--- src/rtl/logic_unit_arbiter.sv ---
// logic_unit_arbiter
//
// Two-requester front end for a shared bitwise logic unit (NOT/AND/OR/XOR).
// One operation is in flight at a time: a requester is granted in IDLE, its
// operands are latched, the result is registered in EXEC and presented on the
// shared resp_data register in RESP until the granted requester takes it.
// On equal contention the 1-bit priority pointer decides; it moves to the
// losing requester each time a response is consumed.
//
// Ports
//   clock                        rising-edge clock
//   resetn                       synchronous active-low reset
//   req0_valid / req1_valid      operation pending
//   req0_ready / req1_ready      operation accepted this cycle
//   req0_op / req1_op            00 NOT a, 01 AND, 10 OR, 11 XOR
//   req0_a/b, req1_a/b           operands (b unused for NOT)
//   resp0_valid / resp1_valid    result available for that requester
//   resp0_ready / resp1_ready    requester consumes the result
//   resp_data                    shared result register
//   op_count                     completed responses, saturating
//                                (only with LOGIC_UNIT_ARBITER_STATS_EN)
//
// Build option: define LOGIC_UNIT_ARBITER_STATS_EN to add op_count.
//
// state | meaning
// ------+-------------------------------------------------------------
// IDLE  | no operation in flight; grant one valid requester
// EXEC  | compute latched op, register result into resp_data
// RESP  | resp*_valid to the granted requester until its resp*_ready

module logic_unit_arbiter #(
    parameter int WIDTH = 32
) (
    input  logic             clock,
    input  logic             resetn,
    input  logic             req0_valid,
    input  logic             req1_valid,
    output logic             req0_ready,
    output logic             req1_ready,
    input  logic [1:0]       req0_op,
    input  logic [1:0]       req1_op,
    input  logic [WIDTH-1:0] req0_a,
    input  logic [WIDTH-1:0] req0_b,
    input  logic [WIDTH-1:0] req1_a,
    input  logic [WIDTH-1:0] req1_b,
    output logic             resp0_valid,
    output logic             resp1_valid,
    input  logic             resp0_ready,
    input  logic             resp1_ready,
    output logic [WIDTH-1:0] resp_data
`ifdef LOGIC_UNIT_ARBITER_STATS_EN
    ,
    output logic [15:0]      op_count
`endif
);

    typedef enum logic [1:0] {
        ST_IDLE = 2'd0,
        ST_EXEC = 2'd1,
        ST_RESP = 2'd2
    } state_t;

    localparam logic [1:0] OP_NOT = 2'b00;
    localparam logic [1:0] OP_AND = 2'b01;
    localparam logic [1:0] OP_OR  = 2'b10;

    state_t           state;
    state_t           state_nxt;
    logic             prio;
    logic             grant_id;
    logic [1:0]       op_q;
    logic [WIDTH-1:0] a_q;
    logic [WIDTH-1:0] b_q;
    logic [WIDTH-1:0] result;
    logic             any_req;
    logic             sel_id;
    logic             accept;
    logic             resp_hs;

    // Pointer only matters when both are valid; otherwise the lone requester wins.
    assign any_req = req0_valid | req1_valid;
    assign sel_id  = (req0_valid & req1_valid) ? prio : req1_valid;
    // Gated by resetn so no grant can be shown while reset is being sampled.
    assign accept  = resetn & (state == ST_IDLE) & any_req;
    assign resp_hs = (state == ST_RESP) & (grant_id ? resp1_ready : resp0_ready);

    always_ff @(posedge clock) begin
        if (!resetn) begin
            state <= ST_IDLE;
        end else begin
            state <= state_nxt;
        end
    end

    always_comb begin
        state_nxt = state;
        case (state)
            ST_IDLE: if (any_req) state_nxt = ST_EXEC;
            ST_EXEC: state_nxt = ST_RESP;
            ST_RESP: if (resp_hs) state_nxt = ST_IDLE;
            default: state_nxt = ST_IDLE;
        endcase
    end

    always_comb begin
        req0_ready  = accept & ~sel_id;
        req1_ready  = accept & sel_id;
        resp0_valid = (state == ST_RESP) & ~grant_id;
        resp1_valid = (state == ST_RESP) & grant_id;
    end

    always_comb begin
        result = '0;
        case (op_q)
            OP_NOT:  result = ~a_q;
            OP_AND:  result = a_q & b_q;
            OP_OR:   result = a_q | b_q;
            default: result = a_q ^ b_q;
        endcase
    end

    always_ff @(posedge clock) begin
        if (!resetn) begin
            prio      <= 1'b0;
            grant_id  <= 1'b0;
            op_q      <= 2'b00;
            a_q       <= '0;
            b_q       <= '0;
            resp_data <= '0;
        end else begin
            if (accept) begin
                grant_id <= sel_id;
                op_q     <= sel_id ? req1_op : req0_op;
                a_q      <= sel_id ? req1_a  : req0_a;
                b_q      <= sel_id ? req1_b  : req0_b;
            end
            if (state == ST_EXEC) begin
                resp_data <= result;
            end
            if (resp_hs) begin
                prio <= ~grant_id;
            end
        end
    end

`ifdef LOGIC_UNIT_ARBITER_STATS_EN
    logic [15:0] op_count_q;

    always_ff @(posedge clock) begin
        if (!resetn) begin
            op_count_q <= 16'h0000;
        end else if (resp_hs && (op_count_q != 16'hFFFF)) begin
            op_count_q <= op_count_q + 16'h0001;
        end
    end

    assign op_count = op_count_q;
`endif

endmodule

--- config.mk ---
export PLATFORM = sky130hd
export DESIGN_NAME = logic_unit_arbiter
export DESIGN_NICKNAME = d
export VERILOG_FILES = /design/src/rtl/logic_unit_arbiter.sv
export SDC_FILE = /design/constraint.sdc
export NUM_CORES = 1
export LEC_CHECK = 0
export ABC_AREA = 1
export CAP_MARGIN = 30
export CORE_UTILIZATION = 54
export DETAILED_ROUTE_END_ITERATION = 16
export PLACE_DENSITY = 0.94
export REMOVE_ABC_BUFFERS = 1
export SYNTH_ARGS = -nofsm -noshare
export SYNTH_HDL_FRONTEND = slang
export SYNTH_SLANG_ARGS = --single-unit
--- constraint.sdc ---
create_clock -name clock -period 3.35 [get_ports clock]
set_clock_uncertainty 0.05 [all_clocks]
set_input_delay 0.5025 -clock clock [delete_from_list [all_inputs] [get_ports clock]]
set_output_delay 0.5025 -clock clock [all_outputs]
set_load 0.02 [all_outputs]
Word-level counts from Yosys, hierarchy flattened
Index checks and enable logic that the tools add are counted.
{ "word_totals": {"register_bits": 102, "in_bits": 138} }
{ "op_classes": {"n_reduce_logical": 3, "mux": 9, "eq_ne": 6, "bitwise_logic": 15} }
{ "op_table": {"columns": ["operator", "count"], "rows": [
  ["$pmux W32 S3", 1],
  ["$mux W32", 2],
  ["$and A32 B32 Y32", 1],
  ["$not A32 Y32", 1],
  ["$or A32 B32 Y32", 1],
  ["$xor A32 B32 Y32", 1],
  ["$and A1 B1 Y1", 8],
  ["$mux W2", 3],
  ["$pmux W2 S3", 1],
  ["$eq A2 B1 Y1 const B", 2],
  ["$eq A2 B2 Y1 const B", 2],
  ["$logic_not A2 Y1", 2],
  ["$ne A2 B2 Y1 const B", 2],
  ["$mux W1", 2],
  ["$not A1 Y1", 2],
  ["$reduce_and A2 Y1", 1],
  ["$or A1 B1 Y1", 1]
]} }

Logic depth before layout (Yosys ltp)
Gate-level depths: netlist (run 1).
{ "depth": {"depth_word": 4, "mapped_depth": 9, "mapped_depth_nobuf": 7} }

Worst setup path before layout (run 1)
OpenSTA, ideal clock, no wires.
{ "synth_path": {"path_type": "input to output", "start": "input req1_valid", "end": "output req0_ready", "stages": 6, "t_arrival_ns": 1.365, "n_path_buf": 2, "required_time_ns": 2.797, "slack_ns": 1.432, "path_cell_list": "buf_4 > inv_2 > nand2_1 > nand3_2 > buf_4 > a21oi_1"} }
{ "synth_via": {"elab_chain_len": 4} }
{ "synth_lines": {"columns": ["item", "line", "rtl"], "rows": [
  ["start, declared", "37", "input logic req1_valid,"],
  ["$and A1 B1 Y1", "82", "assign sel_id = (req0_valid & req1_valid) ? prio : req1_valid;"],
  ["$mux W1", "82", null],
  ["$not A1 Y1", "106", "req0_ready = accept & ~sel_id;"],
  ["$and A1 B1 Y1 *", "106", null],
  ["end, declared", "38", "output logic req0_ready,"]
]} }
Every way passes the cells marked *; elsewhere a longest branch is shown, timed or not.

Worst setup path in the final report (run 1)
{ "layout_path": {"start": "input req0_valid", "end": "output req1_ready"} }
{ "layout_via": {"elab_chain_len": 3} }
{ "layout_lines": {"columns": ["item", "line", "rtl"], "rows": [
  ["start, declared", "36", "input logic req0_valid,"],
  ["$or A1 B1 Y1 / $and A1 B1 Y1 (equally long branches)", "81, 82", null],
  ["$and A1 B1 Y1 / $mux W1 (equally long branches)", "84, 82", null],
  ["$and A1 B1 Y1 *", "107", "req1_ready = accept & sel_id;"],
  ["end, declared", "39", "output logic req1_ready,"]
]} }
Marks and branches as above.

==> results of run 1 <==
report_power, final:
| group | switching [mW] | internal (mW) |
|---|---|---|
| sequential | 0.0718 | 1.31 |
| combinational | 0.491 | 0.411 |
| clock | 0.476 | 0.589 |
| total | 1.04 | 2.31 |
cells by family (layout without fill, tap and decap cells):
| family | Yosys count | in the layout | synth area share (%) |
|---|---|---|---|
| buffers and inverters | 175 | 311 | 11.58 |
| AO/OA/AOI/OAI | 128 | 128 | 9.751 |
| flip-flops | 102 | 102 | 31.02 |
| AND/OR/NAND/NOR | 569 | 569 | 35.49 |
| adder cells (fa/ha/maj) | 64 | 64 | 12.17 |
routing by layer:
layer	part of all wire [%]	GRT usage [%]	wire length (um)
met4	3.1	12.80	543
met5	0	0	0
met2	51	52.46	8811
met3	5.2	5.076	906
met1	41	30.37	7009
synth_stat cells, types with 2 or more instances:
cell | instances | area [um2]
nand3_1 | 111 | 555.5
nor2_4 | 2 | 22.52
buf_6 | 4 | 45.04
a21oi_1 | 81 | 405.4
ha_1 | 64 | 800.8
inv_2 | 4 | 15.01
nand2_2 | 2 | 12.51
clkbuf_1 | 22 | 82.58
buf_4 | 11 | 82.58
dfxtp_1 | 102 | 2042
nor2_1 | 46 | 172.7
nand2_1 | 393 | 1475
inv_1 | 104 | 390.4
buf_2 | 26 | 130.1
o21ai_0 | 46 | 230.2
or2_2 | 13 | 81.33
buf_1 | 3 | 11.26
path summary, 6_finish.rpt:
path,end,slack [ps],cells after the start,from
worst max-delay path,req1_ready,630,6,req0_valid
worst min-delay path,prio$_SDFFE_PN0P_,420,2,prio$_SDFFE_PN0P_
worst max register to register,resp_data[14]$_SDFFE_PN0N_,980,6,op_q[0]$_SDFFE_PN0N_
worst min register to register,prio$_SDFFE_PN0P_,420,2,prio$_SDFFE_PN0P_
metrics by stage:
step / cells / area, um2 / utilization, % / hold WS, ps
2_1_floorplan: 971 / 6226 / - / 393.3
3_3_place_gp: 1300 / 8237 / 70.63 / 404.0
3_5_place_dp: 1301 / 8257 / 70.80 / 413.4
4_1_cts: 1317 / 8553 / 73.34 / 423.6
5_1_grt: 1317 / 8553 / 73.34 / 453.8
6_report: 1317 / 8553 / 73.34 / 418.3
final cells by class:
class	count	area, um2
Multi-Input combinational cell	761	3786
Fill cell	876	3109
Sequential cell	102	2042
Timing Repair Buffer	187	1844
Inverter	108	405.4
Clock buffer	11	232.7
Tap cell	143	178.9
Clock inverter	5	63.81
worst reg2reg max path, stage by stage (launching register included):
cell,delay [ps]
dfxtp_1,800
inv_1,530
nor2_4,570
nand2_1,140
nand3_1,110
nor2_1,50
nor2_1,70
state kept, by name, summed over array words and instances (netlist names):
signal	flops
grant_id	1
b_q	32
state	2
resp_data	32
op_q	2
a_q	32
prio	1
==> summary.txt, run 1 <==
Layout
  • Most common cell after layout, fill and taps aside: nand2_1
  • Layout cells sized above 1: 4.514%
  • Commonest non-fill, non-tap cells in the layout: nand2_1 (393), clkdlybuf4s50_1 (172), nand3_1 (111)
  • ANT cells: 0
  • Final #Nets: 1371
  • Layout Area Growth over Synthesis: 29.94%

Route
  • Post-Route WL: 17.27 mm
  • Vias/cell: 5.212
  • Drt first-iter violations: 395
  • Vias: 6864
  • Drt drc: 0
  • Drt pass-1 iters: 7
  • Post-DR wirelength/cell: 13.11 um
  • DRT antenna net count: 0

Placed design
  • IO Port Bufs: 173
  • Place WS: 719.1 ps
  • Final Wtd Congestion: 0.7683
  • Detailed Place HPWL: 11.78 mm

Critical path
  • Crit-path cells: clkdlybuf4s50_1 -> inv_1 -> nand2_1 -> nand3_2 -> nor2_1 -> clkdlybuf4s50_1
  • Kind of cell adding the most delay to the critical path: buffers and inverters
  • Crit path max fanout: 4
  • Worst EP required: 2800 ps
  • CP arrival: 2160 ps
  • Critical path class: input pin to primary output
  • CP startpoint kind: input pin
  • Buf/Inv on CP: 3
  • Crit. End Element: primary output
  • CP max-delay cell: clkdlybuf4s50_1
  • Most frequent CP cell: clkdlybuf4s50_1
  • CP peak stage delay: 740 ps

CTS
  • Clock transition at the registers of the reported paths: 80 ps
  • CTS tree: yes
  • Clock Latency Late Sink: 340 ps
  • Setup Buffers After CTS: 0
  • H-tree depth: 3
  • Root cell of the clock tree: clkbuf_16
  • Num CTS Buffers: 9
  • Hold_buf cts: 0
  • CTS resizes: 0
  • Clk sink count: 102
  • Clk buf depth: 2

Timing
  • Setup Viol. Count Final: 0
  • Minimum clock period: 2717 ps
  • Fin worst setup slack: 633.5 ps
  • Final setup TNS: 0 ps
  • RSZ-0062 raised after global routing: false
  • Slew @ Worst Pin: 743.2 ps
  • Slew margin rel.: 50.39%
  • Final Hold Vio Count: 0
  • Pins over their slew limit: 0
  • Final critical-path share of the clock period: 81.09%
  • Highest clock rate: 368.1 MHz

Global route
  • First-pass GRT wire length: 28.78 mm
  • Initial antenna violation count: 0
  • Pin count of the biggest net entering global routing: 67
  • GRT overflow: 0
  • Vias in the first global route: 6540
  • Total track usage: 27.93%

Floorplan
  • Die X-Extent: 112.4 um
  • Area of the core: 0.01166 mm2
  • Die height: 112.4 um
  • Starting Density: 56.44%
  • Die area: 0.01264 mm2
  • I/O Pins: 174
  • FP Rows: 39

Power and ir drop
  • Final Total Pwr: 3.350 mW
  • Leak: 4.015 nW
  • Maximum vdd drop: 0.2576 mV
  • Power Dens Cells: 391.6 mW/mm2

Logic synthesis
  • Syn Area/Cell: 6.342 um2
  • Syn Inst Count: 1038
  • Sequential area share after synthesis: 31.02%
  • Post-synthesis cell type count: 21
  • Post-synth ARST share: 0%
  • Netlist area before placement: 0.006583 mm2
  • #FFs+latches synth: 102
  • Synth Flop Type: dfxtp_1
  • Synth Warn #: 0
  • Post-synth EDFFs: 0

Status
  • Outcome: finished, final reports clean

Min path
  • Worst hold path type: flip-flop to flip-flop

Job
  • Max Cap Viol: 0
No activity file was read; power rests on OpenSTA's default activity.
==> run 2: changes to the inputs <==
Settings changed: CORE_UTILIZATION 54 to 45, PLACE_DENSITY 0.94 to 0.84.
Clock period 3.35 ns to 2.45 ns, I/O delays scaled along.
==> run 2 against run 1 <==
Via count decreased by 2.9%. Flip-flop and latch count unchanged. Routed wire length decreased by 5.2%. Sequential share of layout area decreased by 0.25 points. Clock power increased by 30%. Combinational power increased by 37%. Sequential power increased by 36%. Total power increased by 34%. Count of clock-buffer cells in the layout increased by 2. Final cell count increased by 3.0%. Worst hold slack improved by 5.1 ps. Worst setup slack got worse by 470 ps.
==> summary.txt, run 2 (synthesized netlist as in run 1, its figures left out) <==
Timing
  • Slew margin rel.: 55.91%
  • Pins over their slew limit: 0
  • RSZ-0062 raised after global routing: false
  • Final Hold Vio Count: 0
  • Final critical-path share of the clock period: 93.49%
  • Highest clock rate: 436.6 MHz
  • Slew @ Worst Pin: 661.4 ps
  • Setup Viol. Count Final: 0
  • Minimum clock period: 2290 ps

Route
  • Drt drc: 0
  • Post-DR wirelength/cell: 12.06 um
  • Drt pass-1 iters: 4
  • Drt first-iter violations: 321
  • Vias: 6664
  • Vias/cell: 4.911
  • DRT antenna net count: 0
  • Post-Route WL: 16.36 mm

Min path
  • Beginning of the worst hold path: prio$_SDFFE_PN0P_
  • Hold endpoint: prio$_SDFFE_PN0P_
  • Worst hold path type: flip-flop to flip-flop
  • Min-Delay Path Depth: 2

CTS
  • Clock transition at the registers of the reported paths: 60 ps
  • Root cell of the clock tree: clkbuf_16
  • Clock Latency Late Sink: 350 ps
  • Setup Buffers After CTS: 0
  • CTS resizes: 0
  • Num CTS Buffers: 9
  • H-tree depth: 3
  • Clk buf depth: 2
  • CTS tree: yes
  • Clk sink count: 102
  • Hold_buf cts: 0

Critical path
  • Worst reg-to-reg setup slack: 530 ps
  • Crit path max fanout: 4
  • Critical path class: input pin to primary output
  • CP arrival: 1870 ps
  • Worst EP required: 2030 ps
  • R2R Path End: resp_data[27]$_SDFFE_PN0N_
  • CP startpoint kind: input pin
  • Crit. End Element: primary output
  • R2R cell count: 6
  • R2R Path Start: op_q[0]$_SDFFE_PN0N_

Layout
  • ANT cells: 0
  • Layout Area Growth over Synthesis: 31.31%
  • Top flop regs: a_q (32), b_q (32), resp_data (32)
  • Most common cell after layout, fill and taps aside: nand2_1
  • Commonest non-fill, non-tap cells in the layout: nand2_1 (393), clkdlybuf4s50_1 (172), nand3_1 (111)
  • Layout cells sized above 1: 4.843%
  • Fin util: 61.32%
  • Final #Nets: 1374

Power and ir drop
  • Leak: 4.038 nW
  • Final Total Pwr: 4.503 mW
  • Power Dens Cells: 521.0 mW/mm2
  • Maximum vdd drop: 0.3355 mV

Global route
  • Pin count of the biggest net entering global routing: 67
  • GRT overflow: 0
  • First-pass GRT wire length: 27.10 mm
  • Total track usage: 22.48%
  • Initial antenna violation count: 0
  • Vias in the first global route: 6144

Job
  • Max Cap Viol: 0

Floorplan
  • Area of the core: 0.01410 mm2
  • Starting Density: 46.70%
  • Die X-Extent: 122.9 um
  • I/O Pins: 174
  • Die height: 122.9 um
  • Die area: 0.01512 mm2
  • FP Rows: 43

Placed design
  • IO Port Bufs: 173
  • Detailed Place HPWL: 11.16 mm
  • Final Wtd Congestion: 0.7470

Status
  • Outcome: finished, final reports clean
[run 2: changes by cell type in the layout (fill, tap and decap cells not counted)]
cell / before / now
buf_12: 1 / 3
buf_4: 13 / 14
bufinv_16: 1 / 0
clkbuf_1: 2 / 1
clkbuf_8: 0 / 3
clkinv_2: 0 / 2
inv_6: 3 / 0
nor2_2: 1 / 0
nor2_4: 3 / 4
[run 2: area by class of cell]
type | instances | area, um2
fillers | 1280 | 5453
repair buffers | 190 | 1892
clock buffers | 13 | 270.3
well taps | 180 | 225.2
inverters | 108 | 405.4
clock inverters | 3 | 17.52
multi-input cells | 761 | 3791
flip-flops and latches | 102 | 2042
[run 2: worst max-delay path by stage]
stage	startpoint	end	slack, ps	cells after the start
5_1_grt	req0_valid	req0_ready	20	6
6_report	req0_valid	req0_ready	160	6
4_1_cts	req0_valid	req0_ready	150	6
2_1_floorplan	req0_valid	req1_ready	-140	3
3_5_place_dp	req0_valid	req0_ready	160	6
3_3_place_gp	req0_valid	req0_ready	190	6
[run 2: layer usage]
layer	track usage, %	wire (um)
met4	9.604	374
met2	40.80	7973
met1	26.28	7296
met3	3.090	719
met5	0	0
[run 2: worst max-delay path, stage by stage]
cell and delay [ps]:
clkdlybuf4s50_1 500, inv_1 50, nand2_1 70, nand3_2 100, a21oi_1 170, clkdlybuf4s50_1 630
[run 2: per-stage QoR]
stage / area (um2) / cells / hold WS, ps / worst slack (ps) / TNS (ps)
2_1_floorplan: 6226 / 971 / 393.3 / -143.4 / -3958
3_5_place_dp: 8356 / 1341 / 421.8 / 157.0 / 0
3_3_place_gp: 8356 / 1341 / 404.7 / 187.9 / 0
5_1_grt: 8643 / 1357 / 451.4 / 19.85 / 0
6_report: 8643 / 1357 / 423.4 / 159.5 / 0
4_1_cts: 8643 / 1357 / 431.1 / 147.5 / 0
[run 2: report_power, final]
part	total, mW	switching, mW	internal [mW]
Combinational	1.24	0.662	0.576
Sequential	1.88	0.0882	1.79
Clock	1.38	0.614	0.769
